[src/rtl/score_pkg.sv]
// Shared constants, types and BCD helper for the score display.
package score_pkg;

    localparam int NUM_DIGITS   = 8;
    localparam int SCORE_DIGITS = 4;

    localparam logic [6:0] SEG_BLANK = 7'h7F;

    // Active-low cathode patterns, bit 0 = CA ... bit 6 = CG
    localparam logic [6:0] SEG_DIGITS [0:9] = '{
        7'h40, 7'h79, 7'h24, 7'h30, 7'h19,
        7'h12, 7'h02, 7'h78, 7'h00, 7'h10
    };

    typedef logic [15:0] bcd16_t;

    // Adds a single BCD digit to a 4-digit BCD word, clamping at 9999
    function automatic bcd16_t bcd_add_sat(input bcd16_t a, input logic [3:0] inc);
        bcd16_t     r;
        logic [4:0] sum;
        logic       c;
        r = 16'h0000;
        c = 1'b0;
        for (int i = 0; i < SCORE_DIGITS; i++) begin
            sum = {1'b0, a[i*4 +: 4]} + ((i == 0) ? {1'b0, inc} : 5'd0) + {4'd0, c};
            if (sum > 5'd9) begin
                r[i*4 +: 4] = 4'(sum - 5'd10);
                c           = 1'b1;
            end else begin
                r[i*4 +: 4] = sum[3:0];
                c           = 1'b0;
            end
        end
        if (c) begin
            r = 16'h9999;
        end else begin
            r = r;
        end
        return r;
    endfunction

endpackage

[src/rtl/score_display_seg7_decode.sv]
// BCD digit to active-low seven-segment pattern; codes 10..15 and blank give SEG_BLANK.
module seg7_decode
    import score_pkg::*;
(
    input  logic [3:0] digit,
    input  logic       blank,
    output logic [6:0] seg
);

    // Pattern lookup
    always_comb begin
        seg = SEG_BLANK;
        if (blank) begin
            seg = SEG_BLANK;
        end else begin
            case (digit)
                4'd0:    seg = SEG_DIGITS[0];
                4'd1:    seg = SEG_DIGITS[1];
                4'd2:    seg = SEG_DIGITS[2];
                4'd3:    seg = SEG_DIGITS[3];
                4'd4:    seg = SEG_DIGITS[4];
                4'd5:    seg = SEG_DIGITS[5];
                4'd6:    seg = SEG_DIGITS[6];
                4'd7:    seg = SEG_DIGITS[7];
                4'd8:    seg = SEG_DIGITS[8];
                4'd9:    seg = SEG_DIGITS[9];
                default: seg = SEG_BLANK;
            endcase
        end
    end

endmodule

[src/rtl/score_display.sv]
// Saturating BCD score tracker and 8-digit multiplexed seven-segment driver.
// Optional high-score register and display enabled by SCORE_HIGH_SCORE_EN.
module score_display
    import score_pkg::*;
#(
    parameter int unsigned HIT_POINTS  = 1,
    parameter int unsigned REFRESH_DIV = 100000
) (
    input  logic        clk_100MHz,
    input  logic        reset,
    input  logic        alien_hit,
    input  logic        game_over,
    input  logic        game_start,
    input  logic        pause,
    output logic [15:0] score_bcd,
    output logic [15:0] hi_score_bcd,
    output logic [7:0]  an,
    output logic [6:0]  seg,
    output logic        dp
);

    localparam int               DIV_W    = (REFRESH_DIV > 1) ? $clog2(REFRESH_DIV) : 1;
    localparam logic [DIV_W-1:0] DIV_LAST = DIV_W'(REFRESH_DIV - 1);
    localparam logic [3:0]       HIT_INC  = 4'(HIT_POINTS);

    logic             hit_q, hit_d;
    logic             start_q, start_d;
    bcd16_t           score_q, score_d;
    logic [DIV_W-1:0] div_cnt_q, div_cnt_d;
    logic [2:0]       digit_idx_q, digit_idx_d;
    logic [7:0]       an_q, an_d;
    logic [6:0]       seg_q, seg_d;
    logic             hit_evt_s, start_evt_s;
    logic [3:0]       sel_digit_s;
    logic             sel_blank_s;
    logic [6:0]       dec_seg_s;

`ifdef SCORE_HIGH_SCORE_EN
    logic   go_q, go_d;
    bcd16_t hi_q, hi_d;

    // High score latches on the game_over rise when beaten
    always_comb begin
        go_d = game_over;
        hi_d = hi_q;
        if (game_over && !go_q && (score_q > hi_q)) begin
            hi_d = score_q;
        end else begin
            hi_d = hi_q;
        end
    end

    // High-score registers
    always_ff @(posedge clk_100MHz or posedge reset) begin
        if (reset) begin
            go_q <= 1'b0;
            hi_q <= 16'h0000;
        end else begin
            go_q <= go_d;
            hi_q <= hi_d;
        end
    end

    assign hi_score_bcd = hi_q;
`else
    assign hi_score_bcd = 16'h0000;
`endif

    // Edge detection and score update; a start clear beats a same-cycle hit
    always_comb begin
        hit_d       = alien_hit;
        start_d     = game_start;
        hit_evt_s   = alien_hit & ~hit_q;
        start_evt_s = game_start & ~start_q;
        score_d     = score_q;
        if (start_evt_s) begin
            score_d = 16'h0000;
        end else if (hit_evt_s && !pause && !game_over && game_start) begin
            score_d = bcd_add_sat(score_q, HIT_INC);
        end else begin
            score_d = score_q;
        end
    end

    // Digit source for the slot currently being scanned
    always_comb begin
        sel_digit_s = 4'd0;
        sel_blank_s = 1'b0;
        if (digit_idx_q < 3'd4) begin
            sel_digit_s = score_q[{digit_idx_q[1:0], 2'b00} +: 4];
        end else begin
`ifdef SCORE_HIGH_SCORE_EN
            sel_digit_s = hi_q[{digit_idx_q[1:0], 2'b00} +: 4];
`else
            sel_blank_s = 1'b1;
`endif
        end
    end

    seg7_decode u_dec (
        .digit (sel_digit_s),
        .blank (sel_blank_s),
        .seg   (dec_seg_s)
    );

    // Scan counter; anode and cathodes load together with the slot advance
    always_comb begin
        div_cnt_d   = div_cnt_q + DIV_W'(1);
        digit_idx_d = digit_idx_q;
        an_d        = an_q;
        seg_d       = seg_q;
        if (div_cnt_q == DIV_LAST) begin
            div_cnt_d   = '0;
            digit_idx_d = digit_idx_q + 3'd1;
            an_d        = ~(8'b0000_0001 << digit_idx_q);
            seg_d       = dec_seg_s;
        end else begin
            digit_idx_d = digit_idx_q;
        end
    end

    // State and output registers
    always_ff @(posedge clk_100MHz or posedge reset) begin
        if (reset) begin
            hit_q       <= 1'b0;
            start_q     <= 1'b0;
            score_q     <= 16'h0000;
            div_cnt_q   <= '0;
            digit_idx_q <= 3'd0;
            an_q        <= 8'hFF;
            seg_q       <= SEG_BLANK;
        end else begin
            hit_q       <= hit_d;
            start_q     <= start_d;
            score_q     <= score_d;
            div_cnt_q   <= div_cnt_d;
            digit_idx_q <= digit_idx_d;
            an_q        <= an_d;
            seg_q       <= seg_d;
        end
    end

    assign score_bcd = score_q;
    assign an        = an_q;
    assign seg       = seg_q;
    assign dp        = 1'b1;

endmodule

[config.mk]
export PLATFORM = sky130hd
export DESIGN_NAME = score_display
export DESIGN_NICKNAME = d
export VERILOG_FILES = /design/src/rtl/score_pkg.sv /design/src/rtl/score_display_seg7_decode.sv /design/src/rtl/score_display.sv
export SDC_FILE = /design/constraint.sdc
export NUM_CORES = 1
export LEC_CHECK = 0
export BUFFER_PORTS_ARGS = -buffer_cell sky130_fd_sc_hd__buf_4
export CAP_MARGIN = 20
export CORE_MARGIN = 1.5
export CORE_UTILIZATION = 60
export CTS_BUF_LIST = sky130_fd_sc_hd__clkbuf_8
export DETAILED_ROUTE_END_ITERATION = 10
export PLACE_DENSITY = 0.94
export SLEW_MARGIN = 40
export SYNTH_ARGS = -nofsm -noshare
export SYNTH_HDL_FRONTEND = slang
export SYNTH_HIERARCHICAL = 1
export SYNTH_SLANG_ARGS = --single-unit
[constraint.sdc]
create_clock -name clk_100MHz -period 8.84 [get_ports clk_100MHz]
set_clock_uncertainty 0.05 [all_clocks]
set_input_delay 0.442 -clock clk_100MHz [delete_from_list [all_inputs] [get_ports clk_100MHz]]
set_output_delay 0.442 -clock clk_100MHz [all_outputs]
set_load 0.05 [all_outputs]
==> metrics <==
DRC Markers=0; drt wl/cell=14.9 µm; Max Buffers Root-to-Sink=2; CTS Buf Count=5; top cell type's share of synthesized area=0.283; Min Hold Slack=0.161 ns; CTS tree=done; final setup margin=2.85 ns; hpwl dp=approximately 4.8 mm; CP endpoint kind=flip-flop; Max IR drop VDD=approximately 0.000064 V; Placeable Area=5440 µm²; post-route setup TNS=0 ns; final period utilization=0.677; FF-to-FF path depth=24; f_max=0.167 GHz; Post-CTS Setup Bufs=0; min Tclk post-route=5.99 ns; most frequent CP cell=ha_1; post-route cell area=3700 µm²; Worst EP required=8.99 ns; layout cells sized above 1=0.225; number of port buffers=36; final wirelength=6.50 mm; Hold Path Class=input port to async pin; I/O pins=54; WP data arrival=6.14 ns; gp weighted congestion=roughly 0.8; leak pwr=1.65 nW; largest net degree at the start of global routing=54; gr ovfl total=0; Post-Place Worst Slack=between 2 and 3 ns; Area Growth Syn to Fin=10.3%; initial core utilization=0.617; nets=392; cells after synthesis=332; unrepaired setup endpoints after global routing=no; FILL cells=around 420; Die X=around 78 µm; CTS resizes=0; slowest stage cell on the critical path=nor3_2; status=completed; reg2reg setup slack=2.85 ns; RR Endpoint=score_bcd[2]$_DFFE_PP0P_; source of the worst register-to-register timing path=score_bcd[0]$_DFFE_PP0P_; Max Slew Vio Count=0; # H-tree levels=2; Hold Fails Final Rpt=0; Total Routing Usage GR=0.229; peak fanout along the critical path=10; Worst path max stage delay=between 0.5 and 0.6 ns; Main synth FF type=dfrtp_1; total number of vias=2436; Final Util=0.681; CP Cell Sequence=inv_1 -> ha_1 -> inv_1 -> ha_1 -> nor2b_1 -> o31ai_1 -> a22oi_4 -> ha_1 -> ha_1 -> nand2b_1 -> o21ai_0 -> a2bb2oi_4 -> ha_1 -> ha_1 -> nand2b_1 -> o21ai_0 -> a2bb2oi_4 -> ha_1 -> ha_1 -> nand2b_1 -> a31oi_1 -> nor3_2 -> o41ai_1 -> a22o_1; first drt pass iteration count=4; die area=6060 µm²; commonest non-fill, non-tap cell in the layout=dfrtp_1; Vias/cell=5.59; Die Y=slightly below 80 µm; max cap viols=0; Worst-Margin Slew=0.799 ns; placed cell area=3600 µm²; n_diodes=0; delay-heaviest family, CP=adder cells; CTS root buffer=clkbuf_8; Setup violations, final=0; Post-Syn Area=between 3000 and 4000 µm²; hold_buf cts=0; FF+latch count, synth=53; CTS sink count=53; top cells by area, synth=dfrtp_1, dfstp_2, ha_1; number of enable flip-flop cells after synthesis=0; WS Path Type=flip-flop to flip-flop; Yosys top cell by area=dfrtp_1; Ys Warns=6; post-synthesis cell type count=54; vias in the first global route=2301; Detail Route Antenna Nets=0; most frequent cells in the layout=dfrtp_1, buf_4, nor2_1, ha_1, nand2_1; pwr dens=115 nW/µm²; first-pass GRT wire length=roughly 11 mm; CP Buf/Inv Count=2; Reg clk slew, reported paths=roughly 0.090 ns; Skew-Pair Late Insertion Delay=just over 0.3 ns; sequential share of the synthesized area=0.401; Synth Area per Inst=10.1 µm²; initial antenna violation count=0; Worst slew margin=0.464; fraction of registers with async set/reset=1.00; row cnt=27; startpoint types=flip-flop; DRT iter0 DRCs=118
[cells by family (layout without fill, tap and decap cells)]
group                    Yosys count  count (layout)  synth area share
AO/OA/AOI/OAI                     64              64             0.142
XOR/XNOR                          26              26            0.0678
adder cells (fa/ha/maj)           23              23            0.0857
buffers and inverters             45              62            0.0734
flip-flops                        53              53             0.401
multiplexers                      17              17            0.0693
other                              2              17           0.00224
AND/OR/NAND/NOR                  102             102             0.159
[per-stage QoR]
| step | instances | power, mW |
|---|---|---|
| global route | 436 | 0.438 |
| floorplan | 347 | 0.282 |
| finish | 436 | 0.425 |
| CTS | 436 | 0.425 |
| detailed placement | 428 | 0.281 |
| global placement | 428 | 0.281 |
[layout make-up]
cell class / count / area, µm² / area share
repair buffers: 37 / 278 / 0.0750
well taps: 72 / 90.1 / 0.0243
multi-input cells: 249 / 1820 / 0.492
inverters: 17 / 66.3 / 0.0179
clock inverters: 1 / 5.00 / 0.00135
flip-flops and latches: 53 / 1350 / 0.363
clock buffers: 7 / 96.3 / 0.0260
[per-layer routing]
layer | up-vias | global-route usage | routed length, µm
li1 | 1182 | - | -
met4 | 0 | 0.0600 | 63
met3 | 4 | 0.0376 | 303
met5 | - | 0 | 0
met1 | 1182 | 0.308 | 2870
met2 | 68 | 0.383 | 3260
[cell usage after synthesis (5+ instances only)]
cell and instances:
mux2i_1 6, mux2_2 7, buf_2 5, nand2_1 20, a22o_1 7, nor3_1 5
dfrtp_1 38, a31oi_1 8, nand3_1 10, nand2b_1 9, clkbuf_1 5, buf_4 17
nor2b_1 5, inv_1 17, nor2_1 29, and2_1 5, xor2_1 10, xnor2_1 16
o21ai_0 17, a21oi_1 10, dfstp_2 15, ha_1 23
[flip-flops by register name, summed over array words and instances, names as in the netlist]
signal and cells:
score_bcd 16, hit_q 1, seg 7, div_cnt_q 17, an 8, digit_idx_q 3, start_q 1
[where the power goes]
part           switching [mW]  total, mW  internal (mW)
Combinational          0.0271     0.0326        0.00552
Clock                  0.0771      0.148         0.0709
Sequential           0.000752      0.244          0.243
Total                   0.105      0.425          0.320
[how the worst max path moves through the flow]
stage / to / depth (start not counted) / from
floorplan: score_bcd[2]$_DFFE_PP0P_ / 24 / score_bcd[0]$_DFFE_PP0P_
global placement: score_bcd[2]$_DFFE_PP0P_ / 24 / score_bcd[0]$_DFFE_PP0P_
detailed placement: score_bcd[2]$_DFFE_PP0P_ / 24 / score_bcd[0]$_DFFE_PP0P_
CTS: score_bcd[2]$_DFFE_PP0P_ / 24 / score_bcd[0]$_DFFE_PP0P_
global route: score_bcd[2]$_DFFE_PP0P_ / 24 / score_bcd[0]$_DFFE_PP0P_
finish: score_bcd[2]$_DFFE_PP0P_ / 24 / score_bcd[0]$_DFFE_PP0P_
No activity file was read; power rests on OpenSTA's default activity.
